[src/rtl/row_pattern_feeder.sv]
// Obstacle-row generator: on each roll_clock rise emits an LFSR row, pulses load_n
// for the external shift register, then tracks the 12 serial shift cycles MSB first.
module row_pattern_feeder #(
  parameter int               WIDTH = 12,
  parameter logic [WIDTH-1:0] SEED  = WIDTH'(12'hA5C)
) (
  input  logic             clock,
  input  logic             reset,
  input  logic             roll_clock,
  input  logic             run,
  output logic [WIDTH-1:0] pattern,
  output logic             load_n,
  output logic             bit_valid,
  output logic             ser_out,
  output logic             row_done,
  output logic             busy,
  output logic [7:0]       row_count,
  output logic             overrun
);

  localparam int BW = $clog2(WIDTH);
  // An all-zero LFSR never leaves zero, so a zero seed is replaced.
  localparam logic [WIDTH-1:0] SEED_EFF = (SEED == '0) ? WIDTH'(1) : SEED;
  localparam logic [WIDTH-1:0] GAP_ROW  = {{(WIDTH-1){1'b1}}, 1'b0};

  typedef enum logic [1:0] {IDLE, LOAD, SHIFT} state_t;

  state_t           state_q;
  logic             s1_q, s2_q, s3_q;
  logic [WIDTH-1:0] lfsr_q, lfsr_d;
  logic [WIDTH-1:0] pattern_q, row_d;
  logic [WIDTH-1:0] sh_q;
  logic [BW-1:0]    idx_q;
  logic [7:0]       cnt_q, cnt_d;
  logic             load_n_q, bit_valid_q, ser_q, row_done_q, busy_q, ovr_q;
  logic             rise, fb;

  always_comb begin
    rise   = s2_q & ~s3_q;
    fb     = lfsr_q[WIDTH-1] ^ lfsr_q[5] ^ lfsr_q[3] ^ lfsr_q[0];
    lfsr_d = (lfsr_q == '0) ? SEED_EFF : {lfsr_q[WIDTH-2:0], fb};
    // Solid rows would be impassable; keep the rightmost column open.
    row_d  = (lfsr_q == '1) ? GAP_ROW : lfsr_q;
    cnt_d  = (cnt_q == 8'hFF) ? cnt_q : cnt_q + 8'd1;
  end

  always_ff @(posedge clock) begin
    if (reset) begin
      state_q     <= IDLE;
      s1_q        <= 1'b0;
      s2_q        <= 1'b0;
      s3_q        <= 1'b0;
      lfsr_q      <= SEED_EFF;
      pattern_q   <= '0;
      sh_q        <= '0;
      idx_q       <= '0;
      cnt_q       <= 8'd0;
      load_n_q    <= 1'b1;
      bit_valid_q <= 1'b0;
      ser_q       <= 1'b0;
      row_done_q  <= 1'b0;
      busy_q      <= 1'b0;
      ovr_q       <= 1'b0;
    end else begin
      s1_q <= roll_clock;
      s2_q <= s1_q;
      s3_q <= s2_q;
      // A rise while a row is in flight is dropped, never queued.
      if (rise && state_q != IDLE) ovr_q <= 1'b1;
      case (state_q)
        IDLE: begin
          if (rise && run) begin
            state_q   <= LOAD;
            pattern_q <= row_d;
            lfsr_q    <= lfsr_d;
            cnt_q     <= cnt_d;
            load_n_q  <= 1'b0;
            busy_q    <= 1'b1;
          end
        end
        LOAD: begin
          state_q     <= SHIFT;
          load_n_q    <= 1'b1;
          bit_valid_q <= 1'b1;
          ser_q       <= pattern_q[WIDTH-1];
          sh_q        <= pattern_q << 1;
          idx_q       <= '0;
          row_done_q  <= (WIDTH == 1);
        end
        SHIFT: begin
          if (idx_q == BW'(WIDTH-1)) begin
            state_q     <= IDLE;
            bit_valid_q <= 1'b0;
            ser_q       <= 1'b0;
            row_done_q  <= 1'b0;
            busy_q      <= 1'b0;
          end else begin
            idx_q      <= idx_q + 1'b1;
            ser_q      <= sh_q[WIDTH-1];
            sh_q       <= sh_q << 1;
            row_done_q <= (idx_q == BW'(WIDTH-2));
          end
        end
        default: state_q <= IDLE;
      endcase
    end
  end

  assign pattern   = pattern_q;
  assign load_n    = load_n_q;
  assign bit_valid = bit_valid_q;
  assign ser_out   = ser_q;
  assign row_done  = row_done_q;
  assign busy      = busy_q;
  assign row_count = cnt_q;
  assign overrun   = ovr_q;

endmodule

[config.mk]
export PLATFORM = sky130hd
export DESIGN_NAME = row_pattern_feeder
export DESIGN_NICKNAME = d
export VERILOG_FILES = /design/src/rtl/row_pattern_feeder.sv
export SDC_FILE = /design/constraint.sdc
export NUM_CORES = 1
export LEC_CHECK = 0
export ABC_AREA = 0
export CAP_MARGIN = 20
export CORE_MARGIN = 1.5
export CORE_UTILIZATION = 54
export DETAILED_ROUTE_END_ITERATION = 10
export PLACE_DENSITY_LB_ADDON = 0.3
export SYNTH_ARGS = -nofsm -noshare
export SYNTH_HDL_FRONTEND = slang
export SYNTH_SLANG_ARGS = --single-unit
[constraint.sdc]
create_clock -name clock -period 1.7 [get_ports clock]
set_input_delay 0.34 -clock clock [delete_from_list [all_inputs] [get_ports clock]]
set_output_delay 0.34 -clock clock [all_outputs]
set_load 0.05 [all_outputs]
Yosys cells after proc, flatten, opt, wreduce, memory -nomap -nowiden
Index checks and enable logic that the tools add are counted.

Bits in latches: 0. Memories: 0. Bits in registers: 59. ROM bits: 0. Word-level logic and storage cells: 66. Memory bits (writable): 0.

Eq/ne operators: 9. Reductions and logical operators: 15. Order comparisons: 0. $add $sub $neg: 2. Muxes and demuxes: 19. Div/mod/pow operators: 0. Shift operators: 0. Multiply operators: 0. Bitwise logic cells: 6.

Operator list (number): $mux W12 (3); $pmux W12 S2 (1); $eq A12 B12 Y1 const B (1); $logic_not A12 Y1 (1); $pmux W1 S2 (5); $reduce_and A2 Y1 (5); $add A8 B1 Y8 const B (1); $eq A4 B4 Y1 const B (2); $eq A8 B8 Y1 const B (1); $pmux W4 S2 (1); $reduce_bool A2 Y1 (4); $ne A2 B2 Y1 const B (3); $pmux W2 S3 (1); $reduce_and A3 Y1 (2); $mux W1 (5); $add A4 B1 Y4 const B (1); $mux W2 (2); $mux W4 (1); $xor A1 B1 Y1 (3); $eq A2 B1 Y1 const B (1); $eq A2 B2 Y1 const B (1); $logic_and A1 B1 Y1 (2); $logic_not A2 Y1 (1); $not A1 Y1 (2); $and A1 B1 Y1 (1).

Logic depth before layout (Yosys ltp)
Gate-level depths: netlist of run 1.

Depth after elaboration: 5. Mapped depth: 8. Mapped depth without buffers: 6.

Worst setup path after synthesis of run 1
OpenSTA, ideal clock, no wires.

Kind: reg2reg. Start: register cnt_q[0] (netlist: row_count[0]). End: register cnt_q[1] (netlist: row_count[1]). Stages on the path, launching flop included: 6. Period minus slack after synthesis: 1.790 ns. Path slack: -0.090 ns. Arrival: 1.662 ns. Buffers on the path: 0. Cells stage by stage: dfxtp_1 ha_1 nand3_1 o21ai_0 mux2i_1 nor2_1.

Word-level cells in the longest chain between the ends: 3.

RTL lines: from (decl) (line 34) `logic [7:0] cnt_q, cnt_d;`; from (signal assigned) (line 76) `cnt_q <= cnt_d;`; parallel branches: the longest is 3 deep, another holds $add A8 B1 Y8.

Several ways; the timed one is not identified. A chain may end at the register's enable or synchronous reset.

Final worst setup path of run 1
Start: register state_q[0]. End: register sh_q[4].

Word-level cells in the longest chain between the ends: 3.

RTL lines: from (decl) (line 28) `state_t state_q;`; from (signal assigned) (line 49) `state_q <= IDLE;`; from (signal assigned) (line 73) `state_q <= LOAD;`; from (signal assigned) (line 82) `state_q <= SHIFT;`; $eq A2 B2 Y1 or $eq A2 B1 Y1 (tied branches) (line 70) `case (state_q)`; $ne A2 B2 Y1 (no source line) or $reduce_bool A2 Y1 (tied branches); $reduce_and A2 Y1 (no source line); to (signal assigned) (line 86) `sh_q <= pattern_q << 1;`; to (signal assigned) (line 100) `sh_q <= sh_q << 1;`; to (decl) (line 32) `logic [WIDTH-1:0] sh_q;`.

Several ways; a longest one is shown, not always the timed one.

==> flow_summary.ini, run 1 <==
[global_route]
track_usage_pct = 21.2
antenna_found_initial = 0
grt_pass1_wl_um = 8120
grt-ovfl-total = 0
first_global_vias = 1759
grt_max_degree = 42

[setup_path]
critPathRequiredTime_ns = 1.94
worst-setup-path-type = flop to flop
critPathSlowestCell = dfxtp_1
cp_cell_sequence = inv_1 -> ha_1 -> nor2b_2 -> a21o_1 -> buf_12 -> nor2_1 -> a211oi_1
cp.arrival_ns = 1.84
max_stage_delay_ns = 0.36
endpoint_kind = flop
start_kind = flop
cp_max_fo = 20

[status]
status = finished clean

[power_and_ir_drop]
clkPwrFrac_pct = 31.1
switching_share_pct = 31.2
vdd_ir_drop_max_mv = 0.725
intPower_w = 0.00241
power_density_nw_per_um2 = 1190
seq_power_share_pct = 45.6
power.switching_w = 0.00109
comb_power_share_pct = 23.3
power.leakage_nw = 1.17

[timing]
period_minus_slack_ns = 1.60
worst_pin_slew_ns = 0.369
maxSlewViolCount = 0
fin_setup_tns_ns = 0
hold_viol = 0
fin_ws_ns = 0.103
min_period_over_period_pct = 93.9
finalSetupViolCount = 0
rsz0062_at_grt = yes
max_slew_margin_pct = 75.1
fmax_ghz = 0.626
skew_ns = 0.00669

[clock_tree]
cts_sinks = 58
clkLatencyLatePin_ns = 0.34
cts-buffers-inserted = 9
cts_tree = done
clk_pin_slew_ns = 0.06
root_buffer = clkbuf_8
cts_max_level = 3
cts_buffer_depth = 2

[floorplanning]
fp.dieH_um = 69.8
die_width_um = 69.8
core_area_um2 = 4320
rows = 24
dieArea_um2 = 4870
io_pins = 30
start_util_pct = 55.7

[place]
dpl_worst_slack_ns = -0.0983
gp_congestion = 0.815
post_dp_cell_area_um2 = 2750
port_buffers = 29
dp_hpwl_um = 3340

[yosys]
synth_fp_nets = 278
yosysTopAreaCell = dfxtp_1
yosysMostFrequentCell = dfxtp_1
synth_area_leaders = dfxtp_1 48%, mux2i_1 6.6%, nand2_1 5.9%, nor2_1 4.7%, a21oi_1 4.4%
synth-seq-area-share_pct = 48.2
yosysWarningCount = 0
synth-seq-cells = 58
synth_ff_type = dfxtp_1
synth_area_um2 = 2410
synth_edf_count = 0
syn_inst = 267
syn_area_per_cell_um2 = 9.02
synth_top_area_share_pct = 48.2
synthArstFlopShare_pct = 0
synth_cell_type_count = 39
ys_top_cells_by_count = 58 x dfxtp_1, 38 x nand2_1, 30 x nor2_1

[drt]
drtPass1Iterations = 4
drt_iter0_markers = 140
avgViaCountPerCell = 5.50
postRouteAntennaNets = 0
drcViolationCount = 0
vias = 1997
drt-total-wl_um = 4910
routedWlPerCell_um = 13.5

[final_layout]
final_area_um2 = 2940
drive_gt1_share_pct = 20.6
syn_to_final_growth_pct = 22.0
layout.nets = 317
antenna-diode-count = 0

[flow_run]
max_cap_violations = 0

[hold_path]
worst_hold_path_type = input port to flop
==> cell usage in the layout (no fill, tap or decap), types with 3 or more instances in the layout <==
cell / instances
xor2_1: 6
nor4_1: 3
mux2i_1: 16
dfxtp_1: 56
buf_4: 38
and2_1: 3
nor2b_1: 5
nor3_1: 3
a211oi_1: 10
nand2_1: 38
inv_1: 4
nand2b_1: 3
clkbuf_8: 10
ha_1: 6
nand4_1: 5
a21oi_1: 21
clkinv_2: 3
o21ai_0: 4
nand3_1: 10
nor2_1: 30
==> worst max-delay path, delay by kind of cell, from the launching register on <==
kind,cells,cell delay [ns]
DFF,1,0.36
AOI/OAI and AO/OA,2,0.41
and+or+nand+nor,2,0.22
buffers and inverters,2,0.25
adders and majority gates,1,0.25
==> registers in the layout, summed over array words and instances, names as in the netlist, 2 cells and up <==
signal / cells
pattern: 12
row_count: 8
state_q: 2
lfsr_q: 12
idx_q: 4
sh_q: 11
==> routing by layer <==
layer  GRT usage (%)  vias up  share of wire, %
met5               0        -                 0
met3            6.25        6               4.9
met1            29.4      924                49
met2            29.7       50                45
li1                -     1017                 -
met4            10.9        0               1.1
==> what timing repair did <==
item | in CTS | in global routing
setup endpoints to repair | 0 | 36
setup buffers | 0 | 1
hold buffers | 0 | 0
resized for setup | 0 | 3
==> power by group through the flow <==
stage               clock [W]  sequential, W  combinational, W
detailed placement          0        0.00163          0.000791
finish                0.00109        0.00160          0.000818
CTS                   0.00112        0.00160          0.000794
floorplan                   0        0.00171          0.000469
global route          0.00118        0.00161          0.000884
global placement            0        0.00162          0.000773
==> area by class of cell <==
class	instances	area [µm²]
Clock buffer	11	141
Clock inverter	5	30.0
Fill cell	352	1390
Inverter	4	15.0
Multi-Input combinational cell	190	1170
Sequential cell	58	1160
Tap cell	52	65.1
Timing Repair Buffer	43	350
==> final timing paths <==
kind / slack, ns / to / cells past startpoint / start
worst max-delay path: 0.10 / sh_q[4] / 7 / state_q[0]
worst min-delay path: 0.34 / row_count[3] / 2 / reset
worst max register to register: 0.10 / sh_q[4] / 7 / state_q[0]
worst min register to register: 0.44 / s2_q / 1 / s1_q
==> kinds of logic after synthesis <==
family	Yosys count	share of synthesized area (%)
AND/OR/NAND/NOR	109	21.5
flip-flops	58	48.2
AO/OA/AOI/OAI	49	13.2
buffers and inverters	19	3.38
multiplexers	17	7.12
XOR/XNOR	8	2.91
adder cells (fa/ha/maj)	7	3.64
==> stage by stage <==
step | power [W] | hold WS [ns] | cells | utilization, %
floorplan | 0.00218 | 0.414 | 267 | -
global placement | 0.00239 | 0.434 | 346 | 63.7
detailed placement | 0.00242 | 0.426 | 346 | 63.7
CTS | 0.00351 | 0.331 | 362 | 67.6
global route | 0.00368 | 0.334 | 363 | 67.9
finish | 0.00351 | 0.337 | 363 | 67.9
Note: power is estimated with default switching activity, not from simulation.
==> run 2: changes to the inputs <==
--- a/config.mk
+++ b/config.mk
@@ -12,3 +12,3 @@
 export DETAILED_ROUTE_END_ITERATION = 10
-export PLACE_DENSITY_LB_ADDON = 0.3
+export PLACE_DENSITY = 0.78
 export SYNTH_ARGS = -nofsm -noshare
==> constraint.sdc (replaced) <==
create_clock -name clock -period 1.7 [get_ports clock]
set_input_delay 0.425 -clock clock [delete_from_list [all_inputs] [get_ports clock]]
set_output_delay 0.425 -clock clock [all_outputs]
set_load 0.05 [all_outputs]
==> run 2 against run 1 <==
Compared with the run above:
- register-to-register slack hardly changed
- combinational power increased by 2%
- die area did not move
- first-iteration DRC count shrank 13%
- clock-buffer cell count unchanged
==> flow_summary.ini, run 2 (synthesis results as in run 1) <==
[flow_run]
max_cap_violations = 0

[floorplanning]
start_util_pct = 55.7
rows = 24
io_pins = 30
dieArea_um2 = 4870
die_width_um = 69.8
core_area_um2 = 4320
fp.dieH_um = 69.8

[drt]
drtPass1Iterations = 4
routedWlPerCell_um = 14.1
avgViaCountPerCell = 5.53
drt-total-wl_um = 5190
postRouteAntennaNets = 0
drt_iter0_markers = 122
vias = 2030
drcViolationCount = 0

[power_and_ir_drop]
clkPwrFrac_pct = 31.4
power.switching_w = 0.00112
vdd_ir_drop_max_mv = 0.930
power.leakage_nw = 1.21
comb_power_share_pct = 23.6
p_total_w = 0.00355
power_density_nw_per_um2 = 1140
intPower_w = 0.00243
seq_power_share_pct = 45.0
switching_share_pct = 31.5

[clock_tree]
cts_sinks = 58
cts_tree = done
clkLatencyLatePin_ns = 0.34
cts-buffers-inserted = 9
cts_buffer_depth = 2
postCtsHoldBufs = 0
clk_pin_slew_ns = 0.07
post_cts_buffers = 0
root_buffer = clkbuf_8
cts_max_level = 3

[setup_path]
r2r_end = row_count[5]
reg2regPathDepth = 7
worstReg2RegStart = state_q[0]
max_stage_delay_ns = 0.33
cp_max_fo = 5
critPathLaunch = state_q[0]
r2r_setup_slack_ns = 0.10
worst-setup-path-type = flop to flop
cp_cell_sequence = inv_1 -> ha_4 -> and4b_2 -> buf_4 -> o2111ai_1 -> xor2_1 -> nor2_1
critPathBufInv = 2
cp.arrival_ns = 1.82
path_depth = 7
start_kind = flop
critPathTopFamily = simple AND/OR/NAND/NOR gates
critPathSlowestCell = dfxtp_2
endpoint_kind = flop
cp-endpoint = row_count[5]
critPathRequiredTime_ns = 1.92

[final_layout]
final_area_um2 = 3100
final_cell_mix = 55 x dfxtp_1, 38 x nand2_1, 33 x buf_4, 30 x nor2_1, 21 x a21oi_1
final_common_cell = dfxtp_1
antenna-diode-count = 0
syn_to_final_growth_pct = 28.8
stdcell_count = 367
layout.nets = 321
drive_gt1_share_pct = 22.5

[status]
status = finished clean

[timing]
fmax_ghz = 0.627
maxSlewViolCount = 0
hold_viol = 0
skew_ns = 0.0101
max_slew_margin_pct = 69.2
worst_pin_slew_ns = 0.457
finalSetupViolCount = 0
period_minus_slack_ns = 1.60
min_period_over_period_pct = 93.9
rsz0062_at_grt = no

[place]
place_inst = 351
gp_congestion = 0.805
post_dp_cell_area_um2 = 2900
port_buffers = 29
dp_hpwl_um = 3550

[global_route]
first_global_vias = 1877
grt_pass1_wl_um = 8680
track_usage_pct = 22.6
antenna_found_initial = 0
grt-ovfl-total = 0
grt_max_degree = 33

[hold_path]
worst_hold_path_type = input port to flop
==> run 2: per-stage QoR <==
step	hold WS [ns]	setup WS, ns	util [%]	TNS (ns)
after floorplan	0.414	0.0147	-	0
after global placement	0.423	-0.148	67.1	-2.78
after detailed placement	0.432	-0.184	67.1	-3.83
after CTS	0.421	0.00848	71.3	0
after global routing	0.453	0.0152	71.7	0
final	0.435	0.104	71.7	0
==> run 2: repair_timing <==
action,4_1_cts,5_1_grt
setup endpoints to repair,6,30
resized for setup,2,6
pin swaps,0,1
==> run 2: layout make-up <==
cell class	count	area, µm²
Fill cell	345	1220
Clock buffer	11	141
Tap cell	52	65.1
Clock inverter	5	30.0
Multi-Input combinational cell	190	1190
Sequential cell	58	1160
Inverter	4	15.0
Timing Repair Buffer	47	493
==> run 2: power by group through the flow <==
stage / Clock, W / Sequential [W] / Combinational, W
after global placement: 0 / 0.00162 / 0.000784
after floorplan: 0 / 0.00171 / 0.000469
after CTS: 0.00113 / 0.00160 / 0.000811
final: 0.00111 / 0.00160 / 0.000838
after detailed placement: 0 / 0.00163 / 0.000803
after global routing: 0.00118 / 0.00162 / 0.000926
==> run 2: worst min-delay path: stages <==
cell,delay (ns)
buf_2,0.12
a41oi_2,0.06
a21boi_1,0.12
==> run 2: routing by layer <==
metal,vias to the layer above,track usage (%),wire (µm)
li1,1024,-,-
met1,950,29.2,2390
met2,47,35.6,2510
met3,9,6.54,212
met4,0,8.97,72
met5,-,0,0
==> run 2: how the worst min path moves through the flow <==
stage,from,to,cells past startpoint,slack (ns)
after floorplan,s1_q,s2_q,1,0.41
after global placement,s1_q,s2_q,1,0.42
after detailed placement,s1_q,s2_q,1,0.43
after CTS,reset,lfsr_q[0],3,0.42
after global routing,reset,lfsr_q[0],3,0.45
final,reset,lfsr_q[0],3,0.43
==> run 3: changes to the inputs <==
CORE_UTILIZATION = 49   (was 54)
PLACE_DENSITY = 0.75   (was 0.78)
clock period = 1.4 ns   (was 1.7 ns; I/O delays follow)
==> run 3 against run 2 <==
Compared with the run above:
- the run now ends with setup timing left
- worst hold slack worse by 0.093 ns
- critical path type unchanged
- global-route usage is 0.33 points higher
- sequential power is 26% higher
- largest cell class unchanged
- combinational power is 91% higher
- clock skew is 0.0036 ns lower
- setup slack worse by 0.22 ns
- die area is 9.8% higher
- sequential share of layout area is 5.5 points lower
- critical path depth is 1 lower
- final cell count is 7.4% higher
- via count is 5.3% higher
==> flow_summary.ini, run 3 (synthesis results as in run 1) <==
[floorplanning]
die_width_um = 73.1
start_util_pct = 51.0
fp.dieH_um = 73.1
rows = 25
core_area_um2 = 4720
dieArea_um2 = 5350
io_pins = 30

[timing]
maxSlewViolCount = 0
rsz0062_at_grt = yes
fin_ws_ns = -0.117
skew_ns = 0.00653
fmax_ghz = 0.659
max_slew_margin_pct = 68.6
period_minus_slack_ns = 1.52
min_period_over_period_pct = 108
finalSetupViolCount = 37
worst_pin_slew_ns = 0.466
hold_viol = 0

[clock_tree]
cts_max_level = 3
root_buffer = clkbuf_8
cts_buffer_depth = 2
cts-buffers-inserted = 9
clkLatencyLatePin_ns = 0.34
clk_pin_slew_ns = 0.06
cts_tree = done
cts_sinks = 58

[drt]
avgViaCountPerCell = 5.42
drcViolationCount = 0
drt-total-wl_um = 5980
drtPass1Iterations = 4
drt_iter0_markers = 174
vias = 2137
routedWlPerCell_um = 15.2
postRouteAntennaNets = 0

[global_route]
grt_max_degree = 25
antenna_found_initial = 0
track_usage_pct = 22.9
grt_pass1_wl_um = 9290
grt-ovfl-total = 0
first_global_vias = 2062

[final_layout]
layout.nets = 335
final_common_cell = dfxtp_1
drive_gt1_share_pct = 39.1
final_core_util_pct = 78.0
final_area_um2 = 3680
final_cell_mix = 47 x dfxtp_1, 37 x nand2_1, 27 x buf_12, 26 x buf_4, 20 x nor2_1
syn_to_final_growth_pct = 52.9
nFillCells = 285
antenna-diode-count = 0

[power_and_ir_drop]
power_density_nw_per_um2 = 1340
comb_power_share_pct = 32.3
clkPwrFrac_pct = 27.2
power.leakage_nw = 1.37
seq_power_share_pct = 40.5
switching_share_pct = 32.0
vdd_ir_drop_max_mv = 0.754
intPower_w = 0.00336
power.switching_w = 0.00158

[hold_path]
worst_hold_path_type = input port to flop

[setup_path]
endpoint_kind = flop
critPathRequiredTime_ns = 1.65
cp_max_fo = 5
cp.arrival_ns = 1.77
start_kind = flop
worst-setup-path-type = flop to flop

[place]
gp_congestion = 0.825
port_buffers = 29
dp_hpwl_um = 3790
post_dp_cell_area_um2 = 3220

[status]
violations = setup timing
status = finished with violations

[flow_run]
max_cap_violations = 0
-- run 3: changes by cell type in the layout (fill, tap and decap cells not counted), sizes merged --
cell and delta:
clkinvlp -2, clkbuf +2, buf +13, clkinv -1
-- run 3: worst paths after layout --
check / startpoint / end / slack [ns] / cells past startpoint
worst max-delay path: state_q[0] / sh_q[3] / -0.12 / 6
worst min-delay path: reset / state_q[0] / 0.34 / 2
worst max register to register: state_q[0] / sh_q[3] / -0.12 / 6
worst min register to register: s1_q / s2_q / 0.44 / 1
-- run 3: what timing repair did --
item                                    4_1_cts  5_1_grt
pin swaps                                     0        9
buffers inserted                              0        2
hold buffers                                  0        0
gates resized for setup                      19       38
endpoints found under the setup margin       49       49
cloned                                        0        3
-- run 3: metrics by stage --
step	total power [W]	setup slack [ns]	hold WS, ns	setup TNS [ns]	std cells
3_3_place_gp	0.00309	-0.305	0.425	-9.96	375
2_1_floorplan	0.00269	-0.0162	0.414	-0.0277	267
5_1_grt	0.00516	-0.169	0.349	-4.48	394
4_1_cts	0.00457	-0.0586	0.324	-0.910	389
6_report	0.00495	-0.117	0.341	-1.70	394
3_5_place_dp	0.00313	-0.357	0.437	-11.90	375
-- run 3: final cells by class --
cell class	instances	area (µm²)	area share [%]
inverters	4	17.5	0.476
multi-input cells	190	1400	38.0
clock inverters	2	13.8	0.374
clock buffers	12	155	4.21
flip-flops and latches	58	1180	32.0
repair buffers	61	835	22.7
well taps	67	83.8	2.28
-- run 3: power by group through the flow --
stage               Clock, W  Combinational (W)  Sequential, W
floorplan                  0           0.000606        0.00208
global placement           0            0.00111        0.00198
detailed placement         0            0.00115        0.00199
CTS                  0.00135            0.00125        0.00197
global route         0.00143            0.00170        0.00203
finish               0.00134            0.00160        0.00201
-- run 3: routing by layer --
| metal | part of all wire [%] | up-vias | global-route usage, % |
|---|---|---|---|
| li1 | - | 1047 | - |
| met1 | 44 | 1014 | 28.4 |
| met2 | 50 | 60 | 36.1 |
| met3 | 4.1 | 16 | 5.11 |
| met4 | 1.5 | 0 | 14.3 |
| met5 | 0 | - | 0 |
-- run 3: critical path, stage by stage (launching register included) --
cell       delay, ns
dfxtp_2         0.33
buf_4           0.13
ha_1            0.20
nor2b_2         0.17
a21o_4          0.22
clkbuf_16       0.17
a211oi_2        0.21
